File: src/rtl/serv_ibus_prefetch_pkg.sv
// Shared constants and address helpers for the SERV instruction-bus prefetcher.
`timescale 1ns/1ps
package serv_ibus_prefetch_pkg;

   localparam int ADR_W   = 32;
   localparam int DAT_W   = 32;
   localparam int STATE_W = 3;

   // Clear the byte-offset bits; the instruction bus only ever carries word addresses.
   function automatic logic [ADR_W-1:0] word_align(input logic [ADR_W-1:0] adr);
      return adr & 32'hFFFF_FFFC;
   endfunction

   // Address of the following word; wraps modulo 2^32 at the top of memory.
   function automatic logic [ADR_W-1:0] next_word_adr(input logic [ADR_W-1:0] adr);
      return (adr & 32'hFFFF_FFFC) + 32'd4;
   endfunction

endpackage

File: src/rtl/serv_ibus_prefetch.sv
// Instruction fetch sequencer between the SERV core ibus master and the external
// Wishbone ibus, with an optional one-entry sequential prefetch buffer.
//
// Handshakes: the core raises i_cpu_cyc with a stable i_cpu_adr and holds both until
// it sees the single-cycle o_cpu_ack; o_cpu_rdt is meaningful only in that cycle and
// i_cpu_cyc is not looked at during it. On the Wishbone side o_wb_cyc (stb==cyc) is
// held with a stable o_wb_adr until a single-cycle i_wb_ack; i_wb_ack is only honoured
// while o_wb_cyc is high, so a late ack after reset or outside a cycle is ignored.
`timescale 1ns/1ps
module serv_ibus_prefetch
   import serv_ibus_prefetch_pkg::*;
#(
   parameter int WITH_PREFETCH = 1
) (
   input  logic               clk,
   input  logic               i_rst,
   input  logic [ADR_W-1:0]   i_cpu_adr,
   input  logic               i_cpu_cyc,
   output logic [DAT_W-1:0]   o_cpu_rdt,
   output logic               o_cpu_ack,
   input  logic               i_flush,
   output logic [ADR_W-1:0]   o_wb_adr,
   output logic               o_wb_cyc,
   input  logic [DAT_W-1:0]   i_wb_rdt,
   input  logic               i_wb_ack,
   output logic               o_hit,
   output logic [STATE_W-1:0] o_dbg_state
);

   localparam logic [STATE_W-1:0] S_IDLE     = 3'd0;
   localparam logic [STATE_W-1:0] S_HIT      = 3'd1;
   localparam logic [STATE_W-1:0] S_DEMAND   = 3'd2;
   localparam logic [STATE_W-1:0] S_PF_ISSUE = 3'd3;
   localparam logic [STATE_W-1:0] S_PREFETCH = 3'd4;

   logic [STATE_W-1:0] r_state;
   logic [STATE_W-1:0] w_state_nxt;

   // Prefetch buffer: one {valid, adr, data} entry.
   logic               r_buf_valid;
   logic [ADR_W-1:0]   r_buf_adr;
   logic [DAT_W-1:0]   r_buf_data;

   // Registered outputs.
   logic [ADR_W-1:0]   r_wb_adr;
   logic               r_wb_cyc;
   logic               r_cpu_ack;
   logic [DAT_W-1:0]   r_cpu_rdt;
   logic               r_hit;

   // Address of the instruction most recently delivered (or being demanded).
   logic [ADR_W-1:0]   r_last_adr;
   // Set when a flush lands while a speculative fetch is pending; its data is then dropped.
   logic               r_pf_drop;

   logic [ADR_W-1:0]   w_wb_adr_nxt;
   logic               w_wb_cyc_nxt;
   logic               w_cpu_ack_nxt;
   logic [DAT_W-1:0]   w_cpu_rdt_nxt;
   logic               w_hit_nxt;
   logic               w_buf_valid_nxt;
   logic [ADR_W-1:0]   w_buf_adr_nxt;
   logic [DAT_W-1:0]   w_buf_data_nxt;
   logic [ADR_W-1:0]   w_last_adr_nxt;
   logic               w_pf_drop_nxt;

   logic               w_buf_hit;
   logic               w_bus_done;
   logic               w_req_match;
   logic               w_req_other;

   // A flush in the same cycle as a would-be hit forces the request out to the bus.
   assign w_buf_hit   = i_cpu_cyc & r_buf_valid & (i_cpu_adr == r_buf_adr) & ~i_flush;
   assign w_bus_done  = r_wb_cyc & i_wb_ack;
   assign w_req_match = i_cpu_cyc & (i_cpu_adr == r_wb_adr);
   assign w_req_other = i_cpu_cyc & (i_cpu_adr != r_wb_adr);

   // State register.
   always_ff @(posedge clk) begin
      if (i_rst) begin
         r_state <= S_IDLE;
      end else begin
         r_state <= w_state_nxt;
      end
   end

   // Next-state decode.
   always_comb begin
      w_state_nxt = r_state;
      case (r_state)
         S_IDLE: begin
            if (w_buf_hit) begin
               w_state_nxt = S_HIT;
            end else if (i_cpu_cyc) begin
               w_state_nxt = S_DEMAND;
            end
         end
         S_HIT: begin
            w_state_nxt = S_PF_ISSUE;
         end
         S_DEMAND: begin
            if (w_bus_done) begin
               w_state_nxt = S_PF_ISSUE;
            end
         end
         S_PF_ISSUE: begin
            w_state_nxt = (WITH_PREFETCH != 0) ? S_PREFETCH : S_IDLE;
         end
         S_PREFETCH: begin
            // The speculative cycle always runs to its ack; only then is the core's
            // request (if any) resolved as a merge or a redirect.
            if (w_bus_done) begin
               if (w_req_match) begin
                  w_state_nxt = S_PF_ISSUE;
               end else if (w_req_other) begin
                  w_state_nxt = S_DEMAND;
               end else begin
                  w_state_nxt = S_IDLE;
               end
            end
         end
         default: begin
            w_state_nxt = S_IDLE;
         end
      endcase
   end

   // Next values for the outputs, the buffer and the bookkeeping registers.
   always_comb begin
      w_wb_adr_nxt    = r_wb_adr;
      w_wb_cyc_nxt    = r_wb_cyc;
      w_cpu_ack_nxt   = 1'b0;
      w_cpu_rdt_nxt   = r_cpu_rdt;
      w_hit_nxt       = 1'b0;
      w_buf_valid_nxt = r_buf_valid;
      w_buf_adr_nxt   = r_buf_adr;
      w_buf_data_nxt  = r_buf_data;
      w_last_adr_nxt  = r_last_adr;
      w_pf_drop_nxt   = r_pf_drop;

      case (r_state)
         S_IDLE: begin
            if (w_buf_hit) begin
               w_cpu_ack_nxt   = 1'b1;
               w_hit_nxt       = 1'b1;
               w_cpu_rdt_nxt   = r_buf_data;
               w_buf_valid_nxt = 1'b0;
               w_last_adr_nxt  = word_align(i_cpu_adr);
            end else if (i_cpu_cyc) begin
               w_wb_adr_nxt   = word_align(i_cpu_adr);
               w_wb_cyc_nxt   = 1'b1;
               w_last_adr_nxt = word_align(i_cpu_adr);
            end
         end
         S_DEMAND: begin
            if (!r_wb_cyc) begin
               // Entered from a redirected prefetch: the bus was idle for one cycle so
               // the address never changes under a live cycle; start the demand now.
               w_wb_adr_nxt = r_last_adr;
               w_wb_cyc_nxt = 1'b1;
            end else if (i_wb_ack) begin
               w_wb_cyc_nxt  = 1'b0;
               w_cpu_ack_nxt = 1'b1;
               w_cpu_rdt_nxt = i_wb_rdt;
            end
         end
         S_PF_ISSUE: begin
            if (WITH_PREFETCH != 0) begin
               // The buffer is about to be replaced by the next sequential word.
               w_wb_adr_nxt    = next_word_adr(r_last_adr);
               w_wb_cyc_nxt    = 1'b1;
               w_buf_valid_nxt = 1'b0;
               w_pf_drop_nxt   = 1'b0;
            end
         end
         S_PREFETCH: begin
            if (w_bus_done) begin
               w_wb_cyc_nxt = 1'b0;
               if (w_req_match) begin
                  // Core asked for the word in flight: hand it over directly. The data
                  // is fresh from the bus, so an earlier flush does not matter here.
                  w_cpu_ack_nxt  = 1'b1;
                  w_cpu_rdt_nxt  = i_wb_rdt;
                  w_last_adr_nxt = r_wb_adr;
               end else if (w_req_other) begin
                  w_last_adr_nxt = word_align(i_cpu_adr);
               end else if (!r_pf_drop && !i_flush) begin
                  w_buf_valid_nxt = 1'b1;
                  w_buf_adr_nxt   = r_wb_adr;
                  w_buf_data_nxt  = i_wb_rdt;
               end
            end
         end
         default: begin
         end
      endcase

      if (i_flush) begin
         w_buf_valid_nxt = 1'b0;
         if ((r_state == S_PF_ISSUE) || (r_state == S_PREFETCH)) begin
            w_pf_drop_nxt = 1'b1;
         end
      end
   end

   // Register the outputs and the buffer.
   always_ff @(posedge clk) begin
      if (i_rst) begin
         r_wb_adr    <= '0;
         r_wb_cyc    <= 1'b0;
         r_cpu_ack   <= 1'b0;
         r_cpu_rdt   <= '0;
         r_hit       <= 1'b0;
         r_buf_valid <= 1'b0;
         r_buf_adr   <= '0;
         r_buf_data  <= '0;
         r_last_adr  <= '0;
         r_pf_drop   <= 1'b0;
      end else begin
         r_wb_adr    <= w_wb_adr_nxt;
         r_wb_cyc    <= w_wb_cyc_nxt;
         r_cpu_ack   <= w_cpu_ack_nxt;
         r_cpu_rdt   <= w_cpu_rdt_nxt;
         r_hit       <= w_hit_nxt;
         r_buf_valid <= w_buf_valid_nxt;
         r_buf_adr   <= w_buf_adr_nxt;
         r_buf_data  <= w_buf_data_nxt;
         r_last_adr  <= w_last_adr_nxt;
         r_pf_drop   <= w_pf_drop_nxt;
      end
   end

   assign o_wb_adr    = r_wb_adr;
   assign o_wb_cyc    = r_wb_cyc;
   assign o_cpu_ack   = r_cpu_ack;
   assign o_cpu_rdt   = r_cpu_rdt;
   assign o_hit       = r_hit;
   assign o_dbg_state = r_state;

endmodule

File: config.mk
export PLATFORM = sky130hd
export DESIGN_NAME = serv_ibus_prefetch
export DESIGN_NICKNAME = d
export VERILOG_FILES = /design/src/rtl/serv_ibus_prefetch_pkg.sv /design/src/rtl/serv_ibus_prefetch.sv
export SDC_FILE = /design/constraint.sdc
export NUM_CORES = 1
export LEC_CHECK = 0
export ABC_AREA = 1
export BUFFER_PORTS_ARGS = -buffer_cell sky130_fd_sc_hd__buf_2
export CORE_ASPECT_RATIO = 0.75
export CORE_MARGIN = 4
export CORE_UTILIZATION = 40
export CTS_CLUSTER_DIAMETER = 30
export DETAILED_ROUTE_END_ITERATION = 16
export PLACE_DENSITY = 0.67
export SLEW_MARGIN = 20
export SYNTH_ARGS = -nofsm -noshare
export SYNTH_HDL_FRONTEND = slang
export SYNTH_SLANG_ARGS = --single-unit
export TNS_END_PERCENT = 50
File: constraint.sdc
create_clock -name clk -period 1.6 [get_ports clk]
set_input_delay 0.16 -clock clk [delete_from_list [all_inputs] [get_ports clk]]
set_output_delay 0.16 -clock clk [all_outputs]
set_load 0.005 [all_outputs]
Word-level counts from Yosys, hierarchy flattened
Cells that the tools add are included.
- mux-type cells: 43
- reductions and logical operators: 19
- bitwise operators: 10
- equal/unequal tests: 21
- add/subtract/negate cells: 1
- operator list (kind ; number):
    $mux 32 ; 12
    $pmux 32 s3 ; 2
    $eq 32x32->1 ; 2
    $pmux 32 s2 ; 1
    $add 32x3->32 const B ; 1
    $ne 32x32->1 ; 1
    $ne 2x2->1 const B ; 12
    $mux 1 ; 18
    $pmux 3 s5 ; 1
    $mux 3 ; 4
    $reduce_and 4->1 ; 3
    $reduce_and 6->1 ; 2
    $reduce_bool 3->1 ; 3
    $and 1x1->1 ; 6
    $eq 3x2->1 const B ; 2
    $ne 3x3->1 const B ; 2
    $pmux 1 s3 ; 2
    $reduce_and 5->1 ; 1
    $mux 2 ; 2
    $not 1->1 ; 4
    $pmux 1 s4 ; 1
    $reduce_bool 4->1 ; 1
    $reduce_or 2->1 ; 2
    $eq 3x1->1 const B ; 1
    7 further kinds ; 8
- flip-flop bits (word level): 168
- input port bits: 69
- output and inout port bits: 70

Longest topological paths before layout
Gate-level depths: netlist (run 1).
- depth in word-level cells: 7
- mapped depth: 15

Worst setup path after synthesis (run 1)
OpenSTA, ideal clock, no wires.
- path type: register to register
- from: reg r_last_adr[2]
- to: reg r_wb_adr[24] (netlist: o_wb_adr[24])
- path buffers: 0
- period minus slack after synthesis: 1.632 ns
- slack: -0.032 ns
- stages on the path, launching flop included: 14
- data arrival time: 1.568 ns
- cells stage by stage: dfxtp_1 -> ha_1 -> nand2_1 -> nor2_2 -> nand2_1 -> inv_1 -> nand2_1 -> nor2_1 -> nand2_1 -> o21ai_1 -> nand2_1 -> o21bai_1 -> nor2_1 -> nor2_1
- word-level cells in the longest chain between the ends: 2
- RTL lines (what ; line ; source):
    start: declaration ; serv_ibus_prefetch.sv:52 ; logic [ADR_W-1:0] r_last_adr;
    start signal: assignment ; serv_ibus_prefetch.sv:228 ; r_last_adr <= w_last_adr_nxt;
    $add 32x3->32 ; serv_ibus_prefetch_pkg.sv:16 ; return (adr & 32'hFFFF_FFFC) + 32'd4;
    $pmux 32 s3 ; serv_ibus_prefetch.sv:141 ; case (r_state)
    end signal: assignment ; serv_ibus_prefetch.sv:220 ; r_wb_adr <= w_wb_adr_nxt;
    end: declaration ; serv_ibus_prefetch.sv:45 ; logic [ADR_W-1:0] r_wb_adr;
No other way between the ends.
A chain may end at the register's enable or synchronous reset.

Final worst setup path (run 1)
- from: reg r_buf_adr[17]
- to: reg r_cpu_rdt[25] (netlist: o_cpu_rdt[25])
- word-level cells in the longest chain between the ends: 5
- RTL lines (what ; line ; source):
    start: declaration ; serv_ibus_prefetch.sv:41 ; logic [ADR_W-1:0] r_buf_adr;
    start signal: assignment ; serv_ibus_prefetch.sv:226 ; r_buf_adr <= w_buf_adr_nxt;
    $eq 32x32->1 ; serv_ibus_prefetch.sv:73 ; assign w_buf_hit = i_cpu_cyc & r_buf_valid & (i_cpu_adr == r_buf_adr) & ~i_flush;
    $and 1x1->1 (2 in a row) ; serv_ibus_prefetch.sv:73 ;
    $ne 2x2->1 (no source line) ; n/a ;
    $reduce_and 6->1 (no source line) ; n/a ;
    end signal: assignment ; serv_ibus_prefetch.sv:223 ; r_cpu_rdt <= w_cpu_rdt_nxt;
    end: declaration ; serv_ibus_prefetch.sv:48 ; logic [DAT_W-1:0] r_cpu_rdt;
No other way between the ends.

==> Flow_metrics.wiki, run 1 <==
{| class="wikitable"
! Metric !! Value
|-
| Number of antenna violations at the first check in global routing || 0
|-
| Overall routing resource usage || 26.6%
|-
| Floorplan core area || 22400 um2
|-
| Number of DRC violations after detailed routing || 0
|-
| Post-DR vias/cell || 5.21
|-
| Worst setup path start || r_buf_adr[17]
|-
| Share of power burned in the clock network || 25.0%
|-
| Most prevalent standard cell on the critical path || nor2_1
|-
| Clock tree buffer depth || 2
|-
| Top cell type's share of synthesized area || 36.4%
|-
| Total die area || 25600 um2
|-
| Cell Pwr Density || 1420 nW/um2
|-
| Synthesized instance count || 1508
|-
| Number of flops mapped to enable cells by yosys || 0
|-
| Switching Fraction || 38.6%
|-
| Wire length of the first global-routing pass || 54900 um
|-
| Start point of the worst min-delay path || i_wb_rdt[1]
|-
| Total iterations of the first detailed-routing run || 8
|-
| Diode count || 0
|-
| Syn_area_per_cell || 6.13 um2
|-
| Worst hold slack across all endpoints || -3.87 ps
|-
| H-tree levels || 4
|-
| Async SR Flop Fraction || 0%
|-
| Global route overflow || 0
|-
| WP data arrival || 2300 ps
|-
| Most frequently used flop master after synthesis || dfxtp_1
|-
| Maximum number of pins on one net before global-route repair || 106
|-
| Die Width || 184 um
|-
| Clock sinks || 168
|-
| Leakage dissipation || 6.63 nW
|-
| Synthesized flop and latch total || 168
|-
| Hold Vio Cnt, Final || 2
|-
| Category of the critical setup timing path || flop to flop
|-
| Cells along the critical path || xnor2_1 > buf_4 > nor2b_1 > nand2_1 > nor2_1 > nand3_1 > a21oi_2 > nand2_4 > clkbuf_16 > nor2_4 > nor2_1
|-
| WL final || 37700 um
|-
| Actual transition at the worst max-transition pin || 604 ps
|-
| Worst-path clk slew || 70 ps
|-
| Maximum fanout count along the critical path || 8
|-
| Fin worst setup slack || -355 ps
|-
| Dominant cells by area after synthesis || dfxtp_1, nand2_1, nor2_1, inv_1, o21ai_0
|-
| Fraction of the yosys area taken by sequential cells || 36.4%
|-
| Net switching power || 7.67 mW
|-
| Number of fillers in the final layout || 1995
|-
| Final Skew || 11.7 ps
|-
| Slew HR || 59.8%
|-
| PnR Total Power || 19.9 mW
|-
| Kind of start point of the critical path || flop
|-
| Iter 0 DRT Violations || 1370
|-
| Category of the worst setup path capture point || flop
|-
| Share of final-layout standard cells stronger than drive strength 1 || 34.8%
|-
| Number of warnings reported in the yosys synthesis log || 0
|-
| Share of the cycle needed by the critical path after routing || 122%
|-
| Internal portion of total power || 12.2 mW
|-
| Number of setup violations in the final report || 79
|-
| CTS Buf Count || 17
|-
| Slew Viols, Final || 0
|-
| Vertical extent of the die || 140 um
|-
| Final net count || 1935
|-
| Class of the most critical hold timing path || input pin to flop
|-
| Vias in the first global route || 10186
|-
| Clock insertion delay at the later pin of the skew report || 450 ps
|-
| Final min period || 1960 ps
|-
| Required time of the critical path || 1940 ps
|-
| Slowest library cell on the worst path || dfxtp_1
|-
| Violated checks || hold timing, setup timing
|-
| Setup total negative slack || -18720 ps
|-
| Mapped Area || 9250 um2
|-
| Relative contribution of sequential cells to total power || 27.8%
|-
| Routed wire length per instance || 17.3 um
|-
| Peak per-stage delay on the critical path || 320 ps
|-
| Post-synth net total || 1578
|-
| Relative contribution of combinational cells to total power || 47.2%
|-
| Highest achievable clock rate || 511 MHz
|-
| Synth cell types || 38
|-
| I/O pin count || 139
|-
| Final ANT Viol Nets || 0
|-
| Root buf cell || clkbuf_16
|-
| Global placement routability congestion || 1.02
|-
| Final Cell Area || 14000 um2
|-
| # Max-Cap Violations || 0
|-
| Synth-to-Final Area Change || 51.6%
|-
| RSZ-0062 raised after global routing || true
|-
| Final HPWL DP || 25100 um
|-
| CTS tree || built
|-
| Starting Density || 41.3%
|-
| Total via count in the routed design || 11325
|-
| Area occupied by multi-input gates || 5600 um2
|-
| Port-buffer cells || 138
|-
| Row cnt || 47
|-
| Post-detailed-placement cell area || 11900 um2
|-
| Maximum VDD drop || 0.790 mV
|-
| Cell taking the most area after synthesis || dfxtp_1
|-
| Run status || finished, violations left
|-
| Register area || 3420 um2
|-
| Startpoint of the most critical register-to-register path || r_buf_adr[17]
|}
-- power groups by stage --
stage               logic, mW  clock network, mW  registers, mW
floorplan                3.61                  0           5.51
global placement         7.15                  0           5.45
detailed placement       7.23                  0           5.46
CTS                      7.53               5.01           5.40
global route             10.1               5.21           5.60
finish                   9.38               4.96           5.53
-- cell usage in the layout (no fill, tap or decap), types with 16 or more instances in the layout --
master	n
nand2_2	32
inv_1	146
o21ai_2	36
buf_2	138
nand3_1	35
nor2_4	18
o21ai_0	53
dfxtp_2	28
nor2_1	211
o21ai_1	17
a21oi_1	76
buf_12	19
dlygate4sd3_1	16
dfxtp_1	135
nor2_2	35
nand4_1	47
inv_2	20
nand2_1	420
buf_4	210
clkbuf_16	29
-- repair_timing --
item,in CTS,in global routing
hold buffers,15,1
resized for setup,68,246
cloned,0,13
endpoints found under the setup margin,118,165
buffers inserted,6,9
hold endpoints to repair,15,1
pin swaps,13,50
-- synthesized netlist by cell type, types with 14 or more instances --
cell        n
nand2_1   462
nor2_1    259
dfxtp_1   168
inv_1     159
o21ai_0    98
a21oi_1    87
nand4_1    47
nand3_1    42
clkbuf_1   36
buf_2      23
xnor2_1    17
nor3_1     14
-- flip-flops by register name, indices dropped and copies added, names as in the netlist --
register     flops
r_buf_data      32
r_pf_drop        1
o_wb_adr        32
o_cpu_rdt       32
o_dbg_state      3
o_wb_cyc         1
r_buf_adr       32
o_hit            1
r_buf_valid      1
o_cpu_ack        1
r_last_adr      32
-- critical path, delay by kind of cell (launching register included) --
family          cells  cell delay (ps)
simple gates        7              790
buf+inv             2              350
flops               1              320
compound gates      1              220
xor+xnor            1              150
-- per-stage QoR --
stage | std cells | util [%] | setup WS, ps
after floorplan | 1508 | - | 2.56
after global placement | 2096 | 53.0 | -260
after detailed placement | 2096 | 53.0 | -311
after CTS | 2149 | 57.9 | -229
after global routing | 2172 | 62.6 | -422
final | 2172 | 62.6 | -355
-- worst paths after layout --
kind	end	slack, ps	cells after the start
hold / removal	r_buf_data[1]	-4	3
setup / recovery	o_cpu_rdt[25]	-360	11
setup reg to reg	o_cpu_rdt[25]	-360	11
hold reg to reg	r_buf_valid	460	2
-- final cells by class --
cell class                 count  share of cell area, %
clock inverter                12                   1.76
tap                          294                   2.62
multi-input combinational   1097                   39.9
timing repair buffer         410                   23.4
inverter                     171                   4.72
clock buffer                  20                   3.19
sequential                   168                   24.4
-- layer usage --
metal | part of all wire [%] | global-route usage (%)
met1 | 45 | 39.5
met2 | 42 | 38.6
met3 | 12 | 7.04
met4 | 1.9 | 6.00
met5 | 0 | 0
-- logic make-up after synthesis --
| logic type | count (synthesis) | share of synthesized area (%) |
|---|---|---|
| adder cells (fa/ha/maj) | 1 | 0.135 |
| flip-flops | 168 | 36.4 |
| buffers and inverters | 243 | 10.8 |
| XOR/XNOR | 23 | 2.18 |
| AND/OR/NAND/NOR | 846 | 37.3 |
| AO/OA/AOI/OAI | 227 | 13.2 |
(Power assumes the default switching activity.)
==> run 2, diff against run 1 <==
- CORE_ASPECT_RATIO: 0.75 -> 2
- TNS_END_PERCENT: 50 -> 1
==> Flow_metrics.wiki, run 2 (synthesized netlist as in run 1, its figures left out) <==
{| class="wikitable"
! Metric !! Value
|-
| Highest achievable clock rate || 533 MHz
|-
| Start point of the worst min-delay path || i_cpu_adr[9]
|-
| Port-buffer cells || 138
|-
| Maximum fanout count along the critical path || 17
|-
| Final Skew || 7.65 ps
|-
| Total die area || 25800 um2
|-
| Met3 Routed Length || 1560 um
|-
| End of the worst hold path || r_last_adr[9]
|-
| WL final || 35900 um
|-
| Leakage dissipation || 6.48 nW
|-
| R2r endpoint || o_cpu_rdt[28]
|-
| Share of final-layout standard cells stronger than drive strength 1 || 30.0%
|-
| Class of the most critical hold timing path || input pin to flop
|-
| Floorplan core area || 22700 um2
|-
| Slowest library cell on the worst path || dfxtp_1
|-
| Number of antenna violations at the first check in global routing || 1
|-
| Required time of the critical path || 1950 ps
|-
| Routed length on met1 || 12200 um
|-
| Hold Vio Cnt, Final || 0
|-
| Synth-to-Final Area Change || 45.6%
|-
| Category of the critical setup timing path || flop to flop
|-
| Share of the cycle needed by the critical path after routing || 117%
|-
| Overall routing resource usage || 27.6%
|-
| Run status || finished, violations left
|-
| Placed Cells || 2104
|-
| Post-layout utilization of the core || 59.2%
|-
| CTS tree || built
|-
| Worst-path clk slew || 60 ps
|-
| Slew HR || 74.7%
|-
| Die Width || 116 um
|-
| Global route overflow || 0
|-
| H-tree levels || 4
|-
| Clock tree buffer depth || 2
|-
| Wire length of the first global-routing pass || 55300 um
|-
| I/O pin count || 139
|-
| Maximum number of pins on one net before global-route repair || 76
|-
| Dominant delay contributor by cell family on the critical path || simple AND/OR/NAND/NOR gates
|-
| Actual transition at the worst max-transition pin || 380 ps
|-
| Post-DR vias/cell || 5.11
|-
| Final min period || 1880 ps
|-
| Root buf cell || clkbuf_16
|-
| Non-filler cells in the finished layout || 2176
|-
| Vertical extent of the die || 223 um
|-
| Number of cells on the worst reg-to-reg path || 12
|-
| Most common cell after layout, fill and taps aside || nand2_1
|-
| Buffers plus inverters on the worst setup path || 2
|-
| Post-detailed-placement cell area || 12000 um2
|-
| # Max-Cap Violations || 0
|-
| Final net count || 1952
|-
| Peak per-stage delay on the critical path || 360 ps
|-
| Startpoint of the most critical register-to-register path || r_buf_adr[9]
|-
| Cell Pwr Density || 1320 nW/um2
|-
| Final Cell Area || 13500 um2
|-
| PnR Total Power || 17.8 mW
|-
| RSZ-0062 raised after global routing || true
|-
| Slew Viols, Final || 0
|-
| Detailed route wirelength on metal2 || 19000 um
|-
| Total iterations of the first detailed-routing run || 5
|-
| Fin worst setup slack || -276 ps
|-
| Kind of start point of the critical path || flop
|-
| Total via count in the routed design || 11118
|-
| Violated checks || setup timing
|-
| WP data arrival || 2220 ps
|-
| Vias in the first global route || 10899
|-
| Row cnt || 78
|-
| Top metal layer carrying routed signals || met4
|-
| Clock sinks || 168
|-
| Number of setup violations in the final report || 72
|-
| Iter 0 DRT Violations || 695
|-
| Routed wire length per instance || 16.5 um
|-
| Leading cell types in the layout, fill and taps excluded || nand2_1, buf_4, nor2_1
|-
| Final HPWL DP || 26600 um
|-
| Clock insertion delay at the later pin of the skew report || 460 ps
|-
| Count of cells along the worst hold path || 3
|-
| Setup slack of the worst register-to-register path || -280 ps
|-
| Category of the worst setup path capture point || flop
|-
| Final ANT Viol Nets || 0
|-
| Maximum VDD drop || 0.984 mV
|-
| CTS Buf Count || 17
|-
| Number of DRC violations after detailed routing || 0
|-
| Global placement routability congestion || 0.990
|-
| Starting Density || 40.7%
|-
| Cells along the critical path || xnor2_1 > buf_4 > nand2_1 > nor2_1 > nand2_1 > nor2_2 > nand3_2 > a21oi_2 > nand2_2 > buf_12 > nor2_2 > nor2_1
|}
-- run 2: cell count changes in the layout (fill, tap and decap cells not counted), sizes merged --
cell and change:
diode +1, clkbuf -10, clkinv +4, buf +8
dlygate4sd3 +19, bufinv -4
-- run 2: what timing repair did --
action / CTS / global route
pin swaps: 9 / 13
gates cloned: 0 / 2
gates resized for setup: 73 / 116
setup endpoints to repair: 158 / 164
hold buffers: 35 / 0
buffers inserted: 0 / 2
hold endpoints to repair: 36 / 0
-- run 2: layout make-up --
cell class | count | area, um2
Tap cell | 280 | 350
Fill cell | 2139 | 9270
Clock buffer | 20 | 457
Clock inverter | 12 | 150
Timing Repair Buffer | 427 | 3200
Antenna cell | 1 | 2.50
Multi-Input combinational cell | 1097 | 5270
Sequential cell | 168 | 3390
Inverter | 171 | 644
-- run 2: how the worst max path moves through the flow --
| stage | depth (start not counted) | start | end |
|---|---|---|---|
| final | 12 | r_buf_adr[9] | o_cpu_rdt[28] |
| after detailed placement | 13 | i_cpu_adr[19] | o_cpu_rdt[6] |
| after CTS | 14 | o_wb_adr[9] | o_cpu_rdt[31] |
| after floorplan | 13 | r_last_adr[2] | o_wb_adr[24] |
| after global placement | 14 | i_cpu_adr[19] | o_cpu_rdt[9] |
| after global routing | 12 | r_last_adr[9] | o_wb_adr[17] |
-- run 2: power by group --
part	leakage [nW]	switching [mW]	internal, mW
Clock	0.292	1.81	2.53
Combinational	4.81	4.55	3.52
Sequential	1.38	0.536	4.88
Total	6.48	6.89	10.9
-- run 2: tightest hold or removal path, delay by kind of cell --
kind                   cells  cell delay [ps]
AOI/OAI and AO/OA          1               50
buffers and inverters      1              130
and+or+nand+nor            1               70
-- run 2: layer usage --
metal	vias to the layer above	global-route usage (%)
met5	-	0
met4	0	21.7
met2	402	50.1
met1	5053	27.2
li1	5499	-
met3	164	3.75
-- run 2: through the flow --
step                TNS [ps]  hold slack [ps]  worst slack (ps)
CTS                   -11260            -10.8              -191
detailed placement    -23870              434              -308
global placement      -20290              429              -275
global route          -27600             33.5              -375
finish                -13400             4.39              -276
floorplan                  0              295              2.56
